`src/rtl/alu_pkg.sv`:
```
// Shared definitions for the ALU issue controller: instruction field layout,
// condition-code and flag encodings, and controller state encoding.
package alu_pkg;

    localparam logic [3:0] COND_AL = 4'd0;
    localparam logic [3:0] COND_EQ = 4'd1;
    localparam logic [3:0] COND_NE = 4'd2;
    localparam logic [3:0] COND_CS = 4'd3;
    localparam logic [3:0] COND_CC = 4'd4;
    localparam logic [3:0] COND_MI = 4'd5;
    localparam logic [3:0] COND_PL = 4'd6;
    localparam logic [3:0] COND_VS = 4'd7;
    localparam logic [3:0] COND_VC = 4'd8;
    localparam logic [3:0] COND_HI = 4'd9;
    localparam logic [3:0] COND_LS = 4'd10;
    localparam logic [3:0] COND_GE = 4'd11;
    localparam logic [3:0] COND_LT = 4'd12;
    localparam logic [3:0] COND_GT = 4'd13;
    localparam logic [3:0] COND_LE = 4'd14;
    localparam logic [3:0] COND_NV = 4'd15;

    localparam int FLG_N = 3;
    localparam int FLG_Z = 2;
    localparam int FLG_C = 1;
    localparam int FLG_V = 0;

    localparam int F_COND_HI = 31;
    localparam int F_COND_LO = 28;
    localparam int F_OP_HI   = 27;
    localparam int F_OP_LO   = 24;
    localparam int F_S       = 23;
    localparam int F_SR_HI   = 22;
    localparam int F_SR_LO   = 20;
    localparam int F_RD_HI   = 19;
    localparam int F_RD_LO   = 16;
    localparam int F_RS1_HI  = 15;
    localparam int F_RS1_LO  = 12;
    localparam int F_RS2_HI  = 11;
    localparam int F_RS2_LO  = 8;
    localparam int F_IMM_HI  = 11;
    localparam int F_IMM_LO  = 0;

    typedef enum logic [1:0] {
        ST_IDLE  = 2'd0,
        ST_ISSUE = 2'd1,
        ST_WB    = 2'd2
    } state_t;

    function automatic logic [15:0] sext_imm12(input logic [11:0] imm);
        return {{4{imm[11]}}, imm};
    endfunction

endpackage

```
`src/rtl/alu_cond_eval.sv`:
```
// Combinational condition-code evaluator: decides whether an instruction with
// the given condition executes under the given NZCV flags.
module alu_cond_eval
    import alu_pkg::*;
(
    input  logic [3:0] cond,
    input  logic [3:0] flags,
    output logic       pass
);

    logic n_s;
    logic z_s;
    logic c_s;
    logic v_s;

    assign n_s = flags[FLG_N];
    assign z_s = flags[FLG_Z];
    assign c_s = flags[FLG_C];
    assign v_s = flags[FLG_V];

    // Condition table; NV and any unlisted code never execute.
    always_comb begin
        pass = 1'b0;
        case (cond)
            COND_AL: pass = 1'b1;
            COND_EQ: pass = z_s;
            COND_NE: pass = ~z_s;
            COND_CS: pass = c_s;
            COND_CC: pass = ~c_s;
            COND_MI: pass = n_s;
            COND_PL: pass = ~n_s;
            COND_VS: pass = v_s;
            COND_VC: pass = ~v_s;
            COND_HI: pass = c_s & ~z_s;
            COND_LS: pass = ~c_s | z_s;
            COND_GE: pass = (n_s == v_s);
            COND_LT: pass = (n_s != v_s);
            COND_GT: pass = ~z_s & (n_s == v_s);
            COND_LE: pass = z_s | (n_s != v_s);
            COND_NV: pass = 1'b0;
            default: pass = 1'b0;
        endcase
    end

endmodule

```
`src/rtl/alu_issue_ctrl.sv`:
```
// Initiator side of the ALU operand interface: accepts an instruction, drives
// decoded fields and register operands to the ALU, then writes back result/flags.
module alu_issue_ctrl
    import alu_pkg::*;
#(
    parameter int ALU_LAT = 1,
    parameter int NREGS   = 16
) (
    input  logic        clk,
    input  logic        reset_n,
    input  logic        instr_valid,
    output logic        instr_ready,
    input  logic [31:0] instr,
    input  logic        ext_we,
    input  logic [3:0]  ext_waddr,
    input  logic [31:0] ext_wdata,
    output logic [31:0] alu_r1,
    output logic [31:0] alu_r2,
    output logic [3:0]  alu_op_code,
    output logic [15:0] alu_imm,
    output logic [3:0]  alu_cond,
    output logic [2:0]  alu_sr_control,
    output logic        alu_s,
    output logic [3:0]  alu_flags,
    input  logic [3:0]  alu_flg,
    input  logic [32:0] alu_out,
    output logic        retire_valid,
    output logic [3:0]  retire_rd,
    output logic [31:0] retire_data,
    output logic        retire_exec,
    output logic [3:0]  flags_o
);

    localparam int CNT_W = (ALU_LAT > 1) ? $clog2(ALU_LAT) : 1;
    localparam logic [CNT_W-1:0] CNT_INIT = CNT_W'(ALU_LAT - 1);

    state_t            state_r;
    state_t            state_s;
    logic [CNT_W-1:0]  cnt_r;
    logic [31:0]       regs_r [NREGS];
    logic [3:0]        flags_r;
    logic [3:0]        rd_r;
    logic [31:0]       alu_r1_r;
    logic [31:0]       alu_r2_r;
    logic [3:0]        alu_op_code_r;
    logic [15:0]       alu_imm_r;
    logic [3:0]        alu_cond_r;
    logic [2:0]        alu_sr_control_r;
    logic              alu_s_r;
    logic [3:0]        alu_flags_r;
    logic              retire_valid_r;
    logic [3:0]        retire_rd_r;
    logic [31:0]       retire_data_r;
    logic              retire_exec_r;
    logic              ready_s;
    logic              accept_s;
    logic              issue_done_s;
    logic              pass_s;
    logic              unused_carry_s;

    // Carry-out reaches us only through alu_flg; the raw bit is never stored.
    assign unused_carry_s = alu_out[32];

    assign ready_s      = (state_r == ST_IDLE) & ~ext_we;
    assign accept_s     = instr_valid & ready_s;
    assign issue_done_s = (state_r == ST_ISSUE) && (cnt_r == {CNT_W{1'b0}});

    // alu_flags_r holds the flags as they stood at accept.
    alu_cond_eval u_cond_eval (
        .cond  (alu_cond_r),
        .flags (alu_flags_r),
        .pass  (pass_s)
    );

    // Controller state register.
    always_ff @(posedge clk) begin
        if (!reset_n) begin
            state_r <= ST_IDLE;
        end else begin
            state_r <= state_s;
        end
    end

    // Next-state logic: IDLE -> ISSUE on accept, ISSUE -> WB when the ALU latency expires.
    always_comb begin
        state_s = state_r;
        case (state_r)
            ST_IDLE: begin
                if (accept_s) begin
                    state_s = ST_ISSUE;
                end else begin
                    state_s = ST_IDLE;
                end
            end
            ST_ISSUE: begin
                if (issue_done_s) begin
                    state_s = ST_WB;
                end else begin
                    state_s = ST_ISSUE;
                end
            end
            ST_WB:   state_s = ST_IDLE;
            default: state_s = ST_IDLE;
        endcase
    end

    // Register file and status: preload in IDLE, conditional writeback at end of ISSUE.
    always_ff @(posedge clk) begin
        if (!reset_n) begin
            for (int i = 0; i < NREGS; i++) begin
                regs_r[i] <= 32'd0;
            end
            flags_r <= 4'd0;
        end else begin
            if ((state_r == ST_IDLE) && ext_we) begin
                regs_r[ext_waddr] <= ext_wdata;
            end
            if (issue_done_s && pass_s) begin
                regs_r[rd_r] <= alu_out[31:0];
                if (alu_s_r) begin
                    flags_r <= alu_flg;
                end
            end
        end
    end

    // Operand/control registers toward the ALU plus the latency counter.
    always_ff @(posedge clk) begin
        if (!reset_n) begin
            alu_r1_r         <= 32'd0;
            alu_r2_r         <= 32'd0;
            alu_op_code_r    <= 4'd0;
            alu_imm_r        <= 16'd0;
            alu_cond_r       <= 4'd0;
            alu_sr_control_r <= 3'd0;
            alu_s_r          <= 1'b0;
            alu_flags_r      <= 4'd0;
            rd_r             <= 4'd0;
            cnt_r            <= {CNT_W{1'b0}};
        end else if (accept_s) begin
            alu_r1_r         <= regs_r[instr[F_RS1_HI:F_RS1_LO]];
            alu_r2_r         <= regs_r[instr[F_RS2_HI:F_RS2_LO]];
            alu_op_code_r    <= instr[F_OP_HI:F_OP_LO];
            alu_imm_r        <= sext_imm12(instr[F_IMM_HI:F_IMM_LO]);
            alu_cond_r       <= instr[F_COND_HI:F_COND_LO];
            alu_sr_control_r <= instr[F_SR_HI:F_SR_LO];
            alu_s_r          <= instr[F_S];
            alu_flags_r      <= flags_r;
            rd_r             <= instr[F_RD_HI:F_RD_LO];
            cnt_r            <= CNT_INIT;
        end else if ((state_r == ST_ISSUE) && (cnt_r != {CNT_W{1'b0}})) begin
            cnt_r <= cnt_r - CNT_W'(1);
        end
    end

    // Retirement record, pulsed valid for the single WB cycle.
    always_ff @(posedge clk) begin
        if (!reset_n) begin
            retire_valid_r <= 1'b0;
            retire_rd_r    <= 4'd0;
            retire_data_r  <= 32'd0;
            retire_exec_r  <= 1'b0;
        end else if (issue_done_s) begin
            retire_valid_r <= 1'b1;
            retire_rd_r    <= rd_r;
            retire_data_r  <= alu_out[31:0];
            retire_exec_r  <= pass_s;
        end else begin
            retire_valid_r <= 1'b0;
        end
    end

    assign instr_ready    = ready_s;
    assign alu_r1         = alu_r1_r;
    assign alu_r2         = alu_r2_r;
    assign alu_op_code    = alu_op_code_r;
    assign alu_imm        = alu_imm_r;
    assign alu_cond       = alu_cond_r;
    assign alu_sr_control = alu_sr_control_r;
    assign alu_s          = alu_s_r;
    assign alu_flags      = alu_flags_r;
    assign retire_valid   = retire_valid_r;
    assign retire_rd      = retire_rd_r;
    assign retire_data    = retire_data_r;
    assign retire_exec    = retire_exec_r;
    assign flags_o        = flags_r;

endmodule
```
`config.mk`:
```
export PLATFORM = sky130hd
export DESIGN_NAME = alu_issue_ctrl
export DESIGN_NICKNAME = d
export VERILOG_FILES = /design/src/rtl/alu_pkg.sv /design/src/rtl/alu_cond_eval.sv /design/src/rtl/alu_issue_ctrl.sv
export SDC_FILE = /design/constraint.sdc
export NUM_CORES = 1
export LEC_CHECK = 0
export ABC_AREA = 1
export CORE_MARGIN = 3
export CORE_UTILIZATION = 29
export DETAILED_ROUTE_END_ITERATION = 10
export DONT_BUFFER_PORTS = 1
export PLACE_DENSITY = 0.44
export REMOVE_ABC_BUFFERS = 1
export SLEW_MARGIN = 5
export SYNTH_ARGS = -nofsm -noshare
export SYNTH_HDL_FRONTEND = slang
export SYNTH_SLANG_ARGS = --single-unit
```
`constraint.sdc`:
```
create_clock -name clk -period 4.34 [get_ports clk]
set_clock_uncertainty 0.1 [all_clocks]
set_input_delay 0.868 -clock clk [delete_from_list [all_inputs] [get_ports clk]]
set_output_delay 0.868 -clock clk [all_outputs]
set_load 0.02 [all_outputs]
```
* After elaboration in Yosys (flattened, before gate mapping)
Memory sizes are Yosys's and may differ from the RTL's. A register that Yosys moved wholly into a read port is not among the register bits.
Cells that the tools add are included.
** Word-level totals
- Input port bits :: 109
- RAM bits :: 512
- Memories :: 1
- Output and inout bits :: 139
- Register bits after elaboration :: 77
** Memories
- regs_r :: words 16, bits a word 32, rd ports 2, clocked after Yosys merged registers in 2, wr ports 16, RTL line alu_issue_ctrl.sv:40 : logic [31:0] regs_r [NREGS];
** Cells by class
- Reduce and logical (&&, ||, !) cells :: 12
- Bitwise logic cells :: 13
- Equality and inequality tests :: 18
- Multiplexer cells :: 18
- Add/subtract/negate cells :: 1
** Operators with widths (count)
- $mux 32 :: 2
- $reduce_or 32->1 :: 2
- $eq 4x4->1 const B :: 8
- $eq 4x3->1 const B :: 4
- $pmux 1 s16 :: 1
- $mux 1 :: 11
- $eq 4x2->1 const B :: 2
- $mux 4 :: 2
- $not 1->1 :: 7
- $and 1x1->1 :: 4
- $eq 4x1->1 const B :: 1
- $logic_and 1x1->1 :: 4
- $logic_not 4->1 :: 1
- $pmux 2 s2 :: 1
- $eq 2x1->1 const B :: 1
- $logic_not 1->1 :: 2
- $logic_not 2->1 :: 1
- $mux 2 :: 1
- $or 1x1->1 :: 2
- $reduce_and 2->1 :: 1
- $reduce_or 2->1 :: 1
- $eq 1x1->1 :: 1
- $ne 1x1->1 :: 1
- $sub 1x1->1 const B :: 1

* Depth between registers and ports, before layout
- Depth in word-level cells :: 9
- Depth in mapped cells :: 17

* By module
From an unflattened synthesis, not the netlist that was laid out.
** Second synthesis, totals
- Cell total of the unflattened synthesis :: 4340
- Area total of the unflattened synthesis :: 37634.8 sq um
** Modules (own cells, without submodules)
- alu_issue_ctrl :: seq. area each 18197.5 sq um, area an instance 37399.6 sq um, times used 1, cells an instance 4287
- alu_cond_eval :: seq. area each 0.0 sq um, area an instance 235.2 sq um, times used 1, cells an instance 53

* Worst setup path before layout
No wires, ideal clock.
- Kind :: input-to-reg
- Start point :: input port reset_n
- End point :: memory regs_r[12][0] (enable)
- Arrival :: 4.115 ns
- Data required time :: 3.774 ns
- Library setup time :: 0.466 ns
- Buffers on the path :: 2
- Slack :: -0.340 ns
- Stages on the path :: 8
- Cells stage by stage :: inv_2 > nor2_4 > nand2_4 > buf_6 > o21ai_2 > nand3_2 > clkbuf_1 > o21ai_0
** RTL lines
- start: declaration :: RTL line alu_issue_ctrl.sv:10 : input logic reset_n,
- end: declaration :: RTL line alu_issue_ctrl.sv:40

==> metrics.log <==
INFO  metric post-synth-top-count-cell = sky130_fd_sc_hd__edfxtp_1
INFO  metric drt_first_pass_iters = 6
INFO  metric grt_first_pass_wirelength = 191000 µm
INFO  metric fp.coreArea = 123000 µm²
INFO  metric synth_cells = 3834
INFO  metric worst_setup_hold_path_clk_slew = 60 ps
INFO  metric ys_top_cells_by_area = sky130_fd_sc_hd__edfxtp_1 (42%), sky130_fd_sc_hd__nor3_2 (11%), sky130_fd_sc_hd__dfxtp_1 (7.7%)
INFO  metric clock_power_share = 0.441
INFO  metric p_comb_frac = 0.104
INFO  metric die_w = 359 µm
INFO  metric power.switching = 4310 µW
INFO  metric count_of_flip_flops_with_a_built_in_enable_after_synthesis = 512
INFO  metric routed_via_density = 5.41
INFO  metric ir_worst_vdd = 0.000345 V
INFO  metric detailroute.via_count = 28.5k
INFO  metric clock.fmax = 0.271 GHz
INFO  metric grt_start_max_net_pins = 513
INFO  metric yosys.area.top_type = sky130_fd_sc_hd__edfxtp_1
INFO  metric cts_tree = yes
INFO  metric setup_violations = 0
INFO  metric p_int = 11600 µW
INFO  metric number_of_antenna_violations_at_the_first_check_in_global_routing = 1
INFO  metric floorplan.die.height = 359 µm
INFO  metric worst_setup_path_start_kind = register
INFO  metric wl_per_cell = 24.8 µm
INFO  metric clock_tree.root_cell = sky130_fd_sc_hd__clkbuf_16
INFO  metric violations = slew limit
INFO  metric cts.hold.buffers_added = 0
INFO  metric totalPowerFinal = 15900 µW
INFO  metric max-cap-violations = 0
INFO  metric area_added_between_synthesis_and_finish = 10.1%
INFO  metric ys.flop_type = sky130_fd_sc_hd__edfxtp_1
INFO  metric global_route.usage.total = 0.196
INFO  metric worst_pin_slew = 2250 ps
INFO  metric post_cts.repair.setup_buffers = 0
INFO  metric netlist_area = 36200 µm²
INFO  metric critical_path.max_fanout = 44
INFO  metric timing.setup.critical_path_class = reg2reg
INFO  metric worst_setup_path_end_kind = register
INFO  metric min_path_type = in2reg
INFO  metric post-route-period-util = 0.850
INFO  metric fin_hold_ws = 246 ps
INFO  metric power.share.sequential = 0.455
INFO  metric cp.required = 4590 ps
INFO  metric status = finished with violations
INFO  metric ios = 248
INFO  metric commonest_cells_in_the_netlist = sky130_fd_sc_hd__edfxtp_1 (512), sky130_fd_sc_hd__nand2_1 (431), sky130_fd_sc_hd__o21ai_0 (401)
INFO  metric async_reset_ff_frac = 0
INFO  metric numClockSinks = 652
INFO  metric swShare = 0.271
INFO  metric yosys_warnings = 0
INFO  metric core_rows = 128
INFO  metric post-route-min-period = 3690 ps
INFO  metric drtIter0Drc = 2367
INFO  metric numCtsBuffers = 84
INFO  metric route.detailed.drc = 0
INFO  metric cellLeakagePower = 0.0135 µW
INFO  metric power_density_of_the_placed_cells = 400 nW/µm²
INFO  metric synth-seq-cells = 652
INFO  metric gpl.final_weighted_congestion = 0.742
INFO  metric synth.top_cell.area_share = 0.425
INFO  metric drtAntennaViolNets = 0
INFO  metric final_net_count = 3693
INFO  metric rsz0062_at_grt = no
INFO  metric htreeDepth = 3
INFO  metric final_count_of_hold_timing_violations = 0
INFO  metric critical_path_arrival = 3940 ps
INFO  metric postSynthAreaPerCell = 9.44 µm²
INFO  metric num_antenna_cells = 0
INFO  metric dp_worst_slack = 595 ps
INFO  metric detailed_placement_hpwl = 66500 µm
INFO  metric fill_cells = 12.6k
INFO  metric via_count_of_the_first_global_routing_pass = 27.4k
INFO  metric initial_utilization = 0.295
INFO  metric post_synth_num_cell_types = 30
INFO  metric clk-insertion-delay-late = 660 ps
INFO  metric timing.final.ws_setup = 649 ps
INFO  metric slew_limit_headroom = -0.503
INFO  metric multi_input_logic_area = 14900 µm²
INFO  metric timing.final.max_slew_violations = 404
INFO  metric buffer_levels_on_the_longest_clock_path = 3
INFO  metric drt-total-wl = 131000 µm
INFO  metric ff_latch_area = 18200 µm²
INFO  metric post_route_cells_drive_above_1_share = 0.179
INFO  metric post_cts_gate_resize_count = 0
INFO  metric io_buffer_count = 0
INFO  metric synth.yosys.seq_area_share = 0.502
INFO  metric die_area = 129000 µm²
INFO  metric globalRouteOverflowTotal = 0
## routing by layer
metal  share of wire  global-route usage
met4           0.022              0.0463
met2            0.46               0.318
met1            0.46               0.273
met3           0.059              0.0338
met5               0                   0
## critical path, cell delays in order, from the launching register on
cell and delay (ps):
sky130_fd_sc_hd__dfxtp_1 520, sky130_fd_sc_hd__inv_1 130, sky130_fd_sc_hd__nor2_1 240, sky130_fd_sc_hd__nand3_1 100, sky130_fd_sc_hd__nand2_1 80, sky130_fd_sc_hd__nor2_1 40, sky130_fd_sc_hd__nand2_1 60, sky130_fd_sc_hd__nor2_2 50
sky130_fd_sc_hd__nand2_4 140, sky130_fd_sc_hd__nand2_8 240, sky130_fd_sc_hd__nand2_1 130, sky130_fd_sc_hd__nand2_1 230, sky130_fd_sc_hd__nand2_8 330, sky130_fd_sc_hd__buf_4 800, sky130_fd_sc_hd__nor3_1 140
## final cells by class
cell class,instances,share of cell area
Timing Repair Buffer,73,0.0181
Sequential cell,652,0.456
Clock buffer,125,0.0594
Tap cell,1625,0.0510
Inverter,355,0.0336
Multi-Input combinational cell,2418,0.373
Clock inverter,28,0.00842
## stage by stage
| step | utilization | TNS (ps) | area [µm²] | std cells |
|---|---|---|---|---|
| global placement | 0.302 | 0 | 37100 | 5123 |
| detailed placement | 0.302 | 0 | 37100 | 5123 |
| finish | 0.324 | 0 | 39800 | 5276 |
| global route | 0.324 | 0 | 39800 | 5276 |
| CTS | 0.324 | 0 | 39800 | 5276 |
| floorplan | - | -2499280 | 34100 | 3425 |
## cells by family (layout without fill, tap and decap cells)
logic type | after synthesis | in the layout | synth area share
buf+inv | 764 | 581 | 0.0941
compound gates | 1146 | 1146 | 0.189
flops | 652 | 652 | 0.502
simple gates | 1272 | 1272 | 0.215
## sequential cells by signal, summed over array words and instances, names as in the netlist
register / flops
alu_r1: 32
flags_o: 4
alu_sr_control: 3
cnt_r: 1
regs_r: 512
alu_op_code: 4
rd_r: 4
alu_flags: 4
alu_cond: 4
state_r: 2
alu_s: 1
alu_imm: 12
retire_rd: 4
retire_data: 32
alu_r2: 32
retire_exec: 1
## power groups by stage
stage,registers [µW],clock network (µW),logic (µW)
6_report,7240,7030,1660
5_1_grt,7280,7430,1810
4_1_cts,7250,7210,1670
3_5_place_dp,7380,0,1660
3_3_place_gp,7380,0,1650
2_1_floorplan,7330,0,1030
## final timing paths
check                   start              to  slack [ps]  depth (start not counted)
hold / removal     alu_out[4]  retire_data[4]         250                          2
setup reg to reg  alu_cond[1]   regs_r[14][6]         650                         14
setup / recovery  alu_cond[1]   regs_r[14][6]         650                         14
hold reg to reg       rd_r[2]         rd_r[2]         390                          2
## placed cells by master, fill, tap and decap left out, types with 3 or more instances in the layout
cell	instances
sky130_fd_sc_hd__inv_2	3
sky130_fd_sc_hd__o211ai_1	252
sky130_fd_sc_hd__nand2_1	430
sky130_fd_sc_hd__nor3_2	396
sky130_fd_sc_hd__clkinv_2	5
sky130_fd_sc_hd__o21ai_0	385
sky130_fd_sc_hd__o21ai_4	32
sky130_fd_sc_hd__clkbuf_1	30
sky130_fd_sc_hd__clkbuf_16	84
sky130_fd_sc_hd__inv_1	348
sky130_fd_sc_hd__bufinv_16	7
sky130_fd_sc_hd__nand2_8	5
sky130_fd_sc_hd__o21ai_2	17
sky130_fd_sc_hd__buf_4	59
sky130_fd_sc_hd__a31oi_1	60
sky130_fd_sc_hd__dfxtp_1	140
sky130_fd_sc_hd__nand3_1	226
sky130_fd_sc_hd__a21oi_1	363
sky130_fd_sc_hd__edfxtp_1	512
sky130_fd_sc_hd__nor2_1	86
sky130_fd_sc_hd__clkinv_1	12
sky130_fd_sc_hd__buf_12	14
sky130_fd_sc_hd__o221ai_1	36
sky130_fd_sc_hd__clkbuf_8	11
sky130_fd_sc_hd__nor3_1	117
sky130_fd_sc_hd__nand3_4	4
sky130_fd_sc_hd__inv_6	7
Note: power is estimated with default switching activity, not from simulation.
